$ cat config.mk
export PLATFORM = sky130hd
export DESIGN_NAME = uart_rx_cfg
export DESIGN_NICKNAME = d
export VERILOG_FILES = /design/src/rtl/uart_rx_cfg.sv
export SDC_FILE = /design/constraint.sdc
export NUM_CORES = 1
export LEC_CHECK = 0
export BUFFER_PORTS_ARGS = -buffer_cell sky130_fd_sc_hd__clkbuf_2
export CAP_MARGIN = 10
export CORE_ASPECT_RATIO = 1.4
export CORE_MARGIN = 2
export CORE_UTILIZATION = 25
export CTS_CLUSTER_SIZE = 40
export DETAILED_ROUTE_END_ITERATION = 16
export SYNTH_ARGS = -nofsm -noshare
export SYNTH_HDL_FRONTEND = slang
export SYNTH_SLANG_ARGS = --single-unit
export TNS_END_PERCENT = 30
$ cat constraint.sdc
create_clock -name clk -period 6.26 [get_ports clk]
set_input_delay 0.313 -clock clk [delete_from_list [all_inputs] [get_ports clk]]
set_output_delay 0.313 -clock clk [all_outputs]
set_load 0.02 [all_outputs]
$ cat src/rtl/uart_rx_cfg.sv
// Parametrised UART receiver: majority-voted sampling, parity/stop checks,
// break detection and a one-deep valid/ready output register.
module uart_rx_cfg #(
   parameter int CLK_HZ    = 200_000_000,
   parameter int BAUD      = 9600,
   parameter int DATA_BITS = 8,
   parameter int PARITY    = 0,
   parameter int STOP_BITS = 1,
   parameter int SYNC_LEN  = 2
) (
   input  logic                 clk,
   input  logic                 nrst,
   input  logic                 rxd,
   output logic [DATA_BITS-1:0] rx_data,
   output logic                 rx_valid,
   input  logic                 rx_ready,
   output logic                 parity_err,
   output logic                 frame_err,
   output logic                 overrun,
   output logic                 break_det,
   output logic                 rx_busy
);

   localparam int DIV = CLK_HZ / BAUD;
   localparam int CW  = $clog2(DIV);

   localparam logic [CW-1:0] S0   = CW'(DIV / 2 - 1);
   localparam logic [CW-1:0] S1   = CW'(DIV / 2);
   localparam logic [CW-1:0] S2   = CW'(DIV / 2 + 1);
   localparam logic [CW-1:0] LAST = CW'(DIV - 1);

   localparam logic [3:0] LAST_DATA = 4'(DATA_BITS - 1);
   localparam logic [3:0] LAST_STOP = 4'(STOP_BITS - 1);
   localparam logic       ODD       = (PARITY == 2);

   if (DIV < 8 || DATA_BITS < 5 || DATA_BITS > 9 || PARITY < 0 ||
       PARITY > 2 || STOP_BITS < 1 || STOP_BITS > 2 || SYNC_LEN < 2)
   begin : g_param_chk
      $error("uart_rx_cfg: illegal parameter combination");
   end

   typedef enum logic [2:0] {
      IDLE, START, DATA, PAR, STOP, BRK_WAIT
   } state_t;

   state_t                state;
   logic [SYNC_LEN-1:0]   sync;
   logic                  prev;
   logic [CW-1:0]         cnt;
   logic [3:0]            idx;
   logic                  s0, s1;
   logic [DATA_BITS-1:0]  sh;
   logic                  xacc, perr, ferr, pbit;

   logic rxd_s, maj, dec, fe_next;

   assign rxd_s   = sync[SYNC_LEN-1];
   assign maj     = (s0 & s1) | (s0 & rxd_s) | (s1 & rxd_s);
   assign dec     = (cnt == S2);
   assign fe_next = ferr | ~maj;

   always_ff @(posedge clk or negedge nrst) begin
      if (!nrst) begin
         state      <= IDLE;
         sync       <= '1;
         prev       <= 1'b1;
         cnt        <= '0;
         idx        <= '0;
         s0         <= 1'b1;
         s1         <= 1'b1;
         sh         <= '0;
         xacc       <= 1'b0;
         perr       <= 1'b0;
         ferr       <= 1'b0;
         pbit       <= 1'b0;
         rx_data    <= '0;
         rx_valid   <= 1'b0;
         parity_err <= 1'b0;
         frame_err  <= 1'b0;
         overrun    <= 1'b0;
         break_det  <= 1'b0;
         rx_busy    <= 1'b0;
      end else begin
         sync      <= {sync[SYNC_LEN-2:0], rxd};
         prev      <= rxd_s;
         overrun   <= 1'b0;
         break_det <= 1'b0;

         if (rx_valid && rx_ready)
            rx_valid <= 1'b0;

         if (state != IDLE)
            cnt <= (cnt == LAST) ? '0 : cnt + 1'b1;
         if (cnt == S0)
            s0 <= rxd_s;
         if (cnt == S1)
            s1 <= rxd_s;

         // busy must already be low on the final decision cycle
         if (state == STOP && idx == LAST_STOP && cnt == S1)
            rx_busy <= 1'b0;

         unique case (state)
            IDLE: begin
               if (!rxd_s && prev) begin
                  state   <= START;
                  cnt     <= CW'(1);
                  rx_busy <= 1'b1;
               end
            end
            START: begin
               if (dec) begin
                  if (maj) begin
                     state   <= IDLE;
                     rx_busy <= 1'b0;
                  end else begin
                     state <= DATA;
                     idx   <= '0;
                     xacc  <= 1'b0;
                     perr  <= 1'b0;
                     ferr  <= 1'b0;
                     pbit  <= 1'b0;
                  end
               end
            end
            DATA: begin
               if (dec) begin
                  sh   <= {maj, sh[DATA_BITS-1:1]};
                  xacc <= xacc ^ maj;
                  if (idx == LAST_DATA) begin
                     idx   <= '0;
                     state <= (PARITY != 0) ? PAR : STOP;
                  end else begin
                     idx <= idx + 4'd1;
                  end
               end
            end
            PAR: begin
               if (dec) begin
                  perr  <= xacc ^ maj ^ ODD;
                  pbit  <= maj;
                  state <= STOP;
               end
            end
            STOP: begin
               if (dec) begin
                  if (idx == '0 && !maj && sh == '0 && !pbit) begin
                     break_det <= 1'b1;
                     rx_busy   <= 1'b0;
                     state     <= BRK_WAIT;
                  end else if (idx == LAST_STOP) begin
                     state <= IDLE;
                     if (!rx_valid || rx_ready) begin
                        rx_data    <= sh;
                        parity_err <= perr;
                        frame_err  <= fe_next;
                        rx_valid   <= 1'b1;
                     end else begin
                        overrun <= 1'b1;
                     end
                  end else begin
                     ferr <= fe_next;
                     idx  <= idx + 4'd1;
                  end
               end
            end
            BRK_WAIT: begin
               if (rxd_s)
                  state <= IDLE;
            end
            default: state <= IDLE;
         endcase
      end
   end

endmodule

Yosys cells after proc, flatten, opt, wreduce, memory -nomap -nowiden
Cells that the tools add are included.
{ "totals": {"ff_bits": 53, "inputBits": 4, "output_inout_bits": 14, "word_cells": 133} }
{ "classes": {"mux": 55, "bitwise": 9, "n_eq_ne": 21, "addsub": 2, "n_reduce_logical": 27} }
{ "op_table": {"columns": ["operator", "count"], "rows": [
  ["15-bit two-way mux", 4],
  ["15-bit by 14-bit == test with 1-bit output (second input constant)", 3],
  ["4-bit two-way mux", 7],
  ["1-bit two-way mux", 27],
  ["3-bit two-way mux", 9],
  ["2-bit != test (second input constant)", 10],
  ["3-bit one-hot mux with 6 select lines", 1],
  ["15-bit by 1-bit adder with 15-bit output (second input constant)", 1],
  ["15-bit == test (second input constant)", 1],
  ["4-bit one-hot mux with 3 select lines", 1],
  ["8-bit logical NOT", 1],
  ["1-bit one-hot mux with 2 select lines", 4],
  ["4-bit AND reduction", 2],
  ["8-bit AND reduction", 1],
  ["1-bit logical AND", 7],
  ["7-bit AND reduction", 1],
  ["3-bit by 2-bit == test with 1-bit output (second input constant)", 2],
  ["3-bit == test (second input constant)", 2],
  ["6-bit AND reduction", 1],
  ["2-bit nonzero test", 3],
  ["3-bit nonzero test", 2],
  ["5-bit AND reduction", 1],
  ["4-bit by 1-bit adder with 4-bit output (second input constant)", 1],
  ["4-bit by 3-bit == test with 1-bit output (second input constant)", 1],
  ["other kinds (13)", 21]
]} }

Depth between registers and ports, before layout
{ "logic_depth": {"word_depth": 10, "depth_mapped": 8, "depth_no_buf": 7} }

Least setup slack after synthesis
No wires, ideal clock.
{ "synth_path": {"path_type": "register -> register", "from": "register idx[0]", "to": "register parity_err", "arrival_time_ps": 2139, "n_path_buf": 0, "path_stages_with_launch": 8, "t_required_ps": 6135, "setup_ps": 125, "synth_period_minus_slack_ps": 2264, "setup_slack_ps": 3996, "cell_sequence": "dfrtp_1 > inv_1 > ha_1 > or3b_1 > or4_1 > nor3_4 > nor2_8 > mux2_4"} }
{ "synth_between": {"elab_chain_cells": 6} }
{ "synth_rtl": {"columns": ["item", "line", "rtl"], "rows": [
  ["start, declared", "50", "logic [3:0] idx;"],
  ["start signal, assigned", "134", "idx <= idx + 4'd1;"],
  ["start signal, assigned", "163", "idx <= idx + 4'd1;"],
  ["4-bit logical NOT (*)", "147, 151", null],
  ["1-bit logical AND (3 in a row)", "147", "if (idx == '0 && !maj && sh == '0 && !pbit) begin"],
  ["1-bit inverter (no line)", null, null],
  ["5-bit AND reduction (no line) (*)", null, null],
  ["end signal, assigned", "155", "parity_err <= perr;"],
  ["end, declared", "17", "output logic parity_err,"]
]} }
Mark *: on every way between the ends. The rest lies on a longest branch, timed or not.
A chain may end at the register's enable or synchronous reset.

Worst setup path in the final report
{ "layout_path": {"from": "register cnt[6]", "to": "register rx_data[5]"} }
{ "layout_between": {"elab_chain_cells": 2} }
{ "layout_rtl": {"columns": ["item", "line", "rtl"], "rows": [
  ["start, declared", "49", "logic [CW-1:0] cnt;"],
  ["start signal, assigned", "93", "cnt <= (cnt == LAST) ? '0 : cnt + 1'b1;"],
  ["15-bit by 14-bit == test with 1-bit output", "59", "assign dec = (cnt == S2);"],
  ["5-bit AND reduction (no line)", null, null],
  ["end signal, assigned", "154", "rx_data <= sh;"],
  ["end, declared", "14", "output logic [DATA_BITS-1:0] rx_data,"]
]} }
Every way passes these cells.

==> metrics.yaml <==
cts_made_buffers: 5
leakagePower_nw: 1.42
firstDrtPassIters: 4
grt_max_degree: 32
cts_tree: "done"
setup_tns_ns: 0
start_kind: "flip-flop"
post_cts_buffers: 0
crit_type: "reg2reg"
cts.repair.resized: 0
grt_use_met3_pct: 2.21
grt_pass1_vias: 2139
core_um2: 10900
rsz0062_at_grt: "false"
syn_avg_cell_area_um2: 10.6
setup_viol: 0
hold_violations: 4
mostFrequentLayoutCells: "dfrtp_1, nand2_1, nor2_1"
worstSkewPairLatency_ns: 0.29
drv_slew: 0
maxCapViolCount: 0
ant_nets: 0
clock-root-buffer: "clkbuf_16"
routedWlPerCell_um: 13.6
powerDensity_nw_per_um2: 253
synth_fp_nets: 275
clockBufferDepth: 2
violations: "hold timing"
synth_edf_count: 0
tightest_slew_ns: 0.749
fin_nets: 290
yosysWarnings: 0
port_buffers: 17
synth-xor-area-share_pct: 3.11
drcViolationCount: 0
viasPerCell: 4.81
synth_top_family_by_area: "simple AND/OR/NAND/NOR gates"
synth_compound_area_share_pct: 9.11
clkSinkCount: 53
end_kind: "flip-flop"
rows: 45
syn2layout_area_growth_pct: 12.9
hp-class: "in2async"
io_pins: 18
antenna_found_initial: 0
h-tree-depth: 2
start_util_pct: 25.8
synthAdderAreaFrac_pct: 2.58
die_w_um: 93.7
drt-initial-drc-count: 75
synth_cell_types: 57
synthDominantCellAreaShare_pct: 42.6
final_common_cell: "dfrtp_1"
synth-seq-cells: 53
grt_use_met1_pct: 12.0
top_usage_layer: "met2"
p_total_mw: 0.804
ir_worst_vdd_mv: 0.116
path_max_fanout: 12
met2_usage_pct: 18.9
antenna_cells: 0
muxShareOfSynthArea_pct: 9.82
clk_pin_slew_ns: 0.07
num-fill-cells: 1166
place.gp.congestion: 0.843
die-area_um2: 12100
grt-ovfl-total: 0
synth_sequential_area_ratio_pct: 47.3
drive_above_1_share_pct: 16.7
synthCells: 266
hold_buffers: 0
period_needed_ns: 2.70
cp.arrival_ns: 2.88
fmax_mhz: 370
synth_flop_cell: "dfrtp_1"
grt_pass1_wl_um: 10100
yosys-top-cells-area: "dfrtp_1, mux2_4, dfstp_2, mux2_1, nand2_1"
grtUsageTotal_pct: 10.3
routed_wl_um: 5760
yosys.area_share.simple_pct: 24.8
synth_top_area_cell: "dfrtp_1"
synthesis.area_um2: 2820
slew_headroom_pct: 49.7
status: "complete, but fails checks"
finalClockSkew_ns: 0.00402
dr_total_vias: 2033
die_y_um: 130
hpwl_um: 4380
timing.final.crit_share_pct: 43.2
hold_ws_ns: -0.00338
synth-async-reset-ratio_pct: 100
worstPathRequired_ns: 6.44
r2r_slack_ns: 3.56
[routing by layer]
metal / wire length, um / part of all wire, %
met1: 2460 / 43
met2: 3030 / 53
met5: 0 / 0
met4: 112 / 1.9
met3: 157 / 2.7
[worst max-delay path, stage by stage, from the launching register on]
cell and delay [ns]:
dfrtp_1 0.42, or4_4 0.59, nor4_4 0.69, nand4_2 0.27, nor2_8 0.28, mux2_4 0.32
[final timing paths]
check,startpoint,end,cells past startpoint
worst max-delay path,cnt[6]$_DFF_PN0_,rx_data[5]$_DFFE_PN0P_,5
worst min-delay path,nrst,perr$_DFFE_PN0P_,1
worst max register to register,cnt[6]$_DFF_PN0_,rx_data[5]$_DFFE_PN0P_,5
worst min register to register,sync[0]$_DFF_PN1_,sync[1]$_DFF_PN1_,0
max in group asynchronous,nrst,s0$_DFFE_PN1N_,2
min in group clk,rxd,sync[0]$_DFF_PN1_,1
[kinds of logic after synthesis]
family / count (synthesis)
xor+xnor: 10
fa+ha+maj: 6
mux: 22
flops: 53
simple gates: 114
compound gates: 40
buf+inv: 21
[where the power goes]
group / internal (mW) / switching [mW]
logic: 0.0499 / 0.0698
registers: 0.369 / 0.0453
clock network: 0.148 / 0.121
[cells in the mapped netlist, types with 5 or more instances]
cell	instances
o21ai_1	6
nor3b_1	5
ha_1	5
a21oi_1	10
clkbuf_1	7
mux2_4	9
nand3_1	9
dfrtp_1	48
inv_1	11
or3_1	6
xnor2_1	6
mux2_1	9
nor2_1	21
nand4_1	7
dfstp_2	5
a31oi_1	6
nand2_1	25
[stage by stage]
stage	setup WS, ns	util [%]	cell area [um2]	cells
3_5_place_dp	3.55	27.8	3040	415
5_1_grt	3.40	29.1	3180	423
2_1_floorplan	4.00	-	2820	266
6_report	3.56	29.1	3180	423
3_3_place_gp	3.60	27.8	3040	415
4_1_cts	3.54	29.1	3180	423
[state kept, by name, summed over array words and instances (netlist names), 2 cells and up]
register,cells
idx,4
sync,2
sh,8
cnt,15
rx_data,8
state,3
[cell type report]
cell class	count	area [um2]	area share (%)
tap	141	176	5.55
clock inverter	2	15.0	0.472
clock buffer	6	129	4.05
inverter	11	41.3	1.30
sequential	53	1330	41.9
multi-input combinational	192	1390	43.8
timing repair buffer	18	92.6	2.91
(Power assumes the default switching activity.)
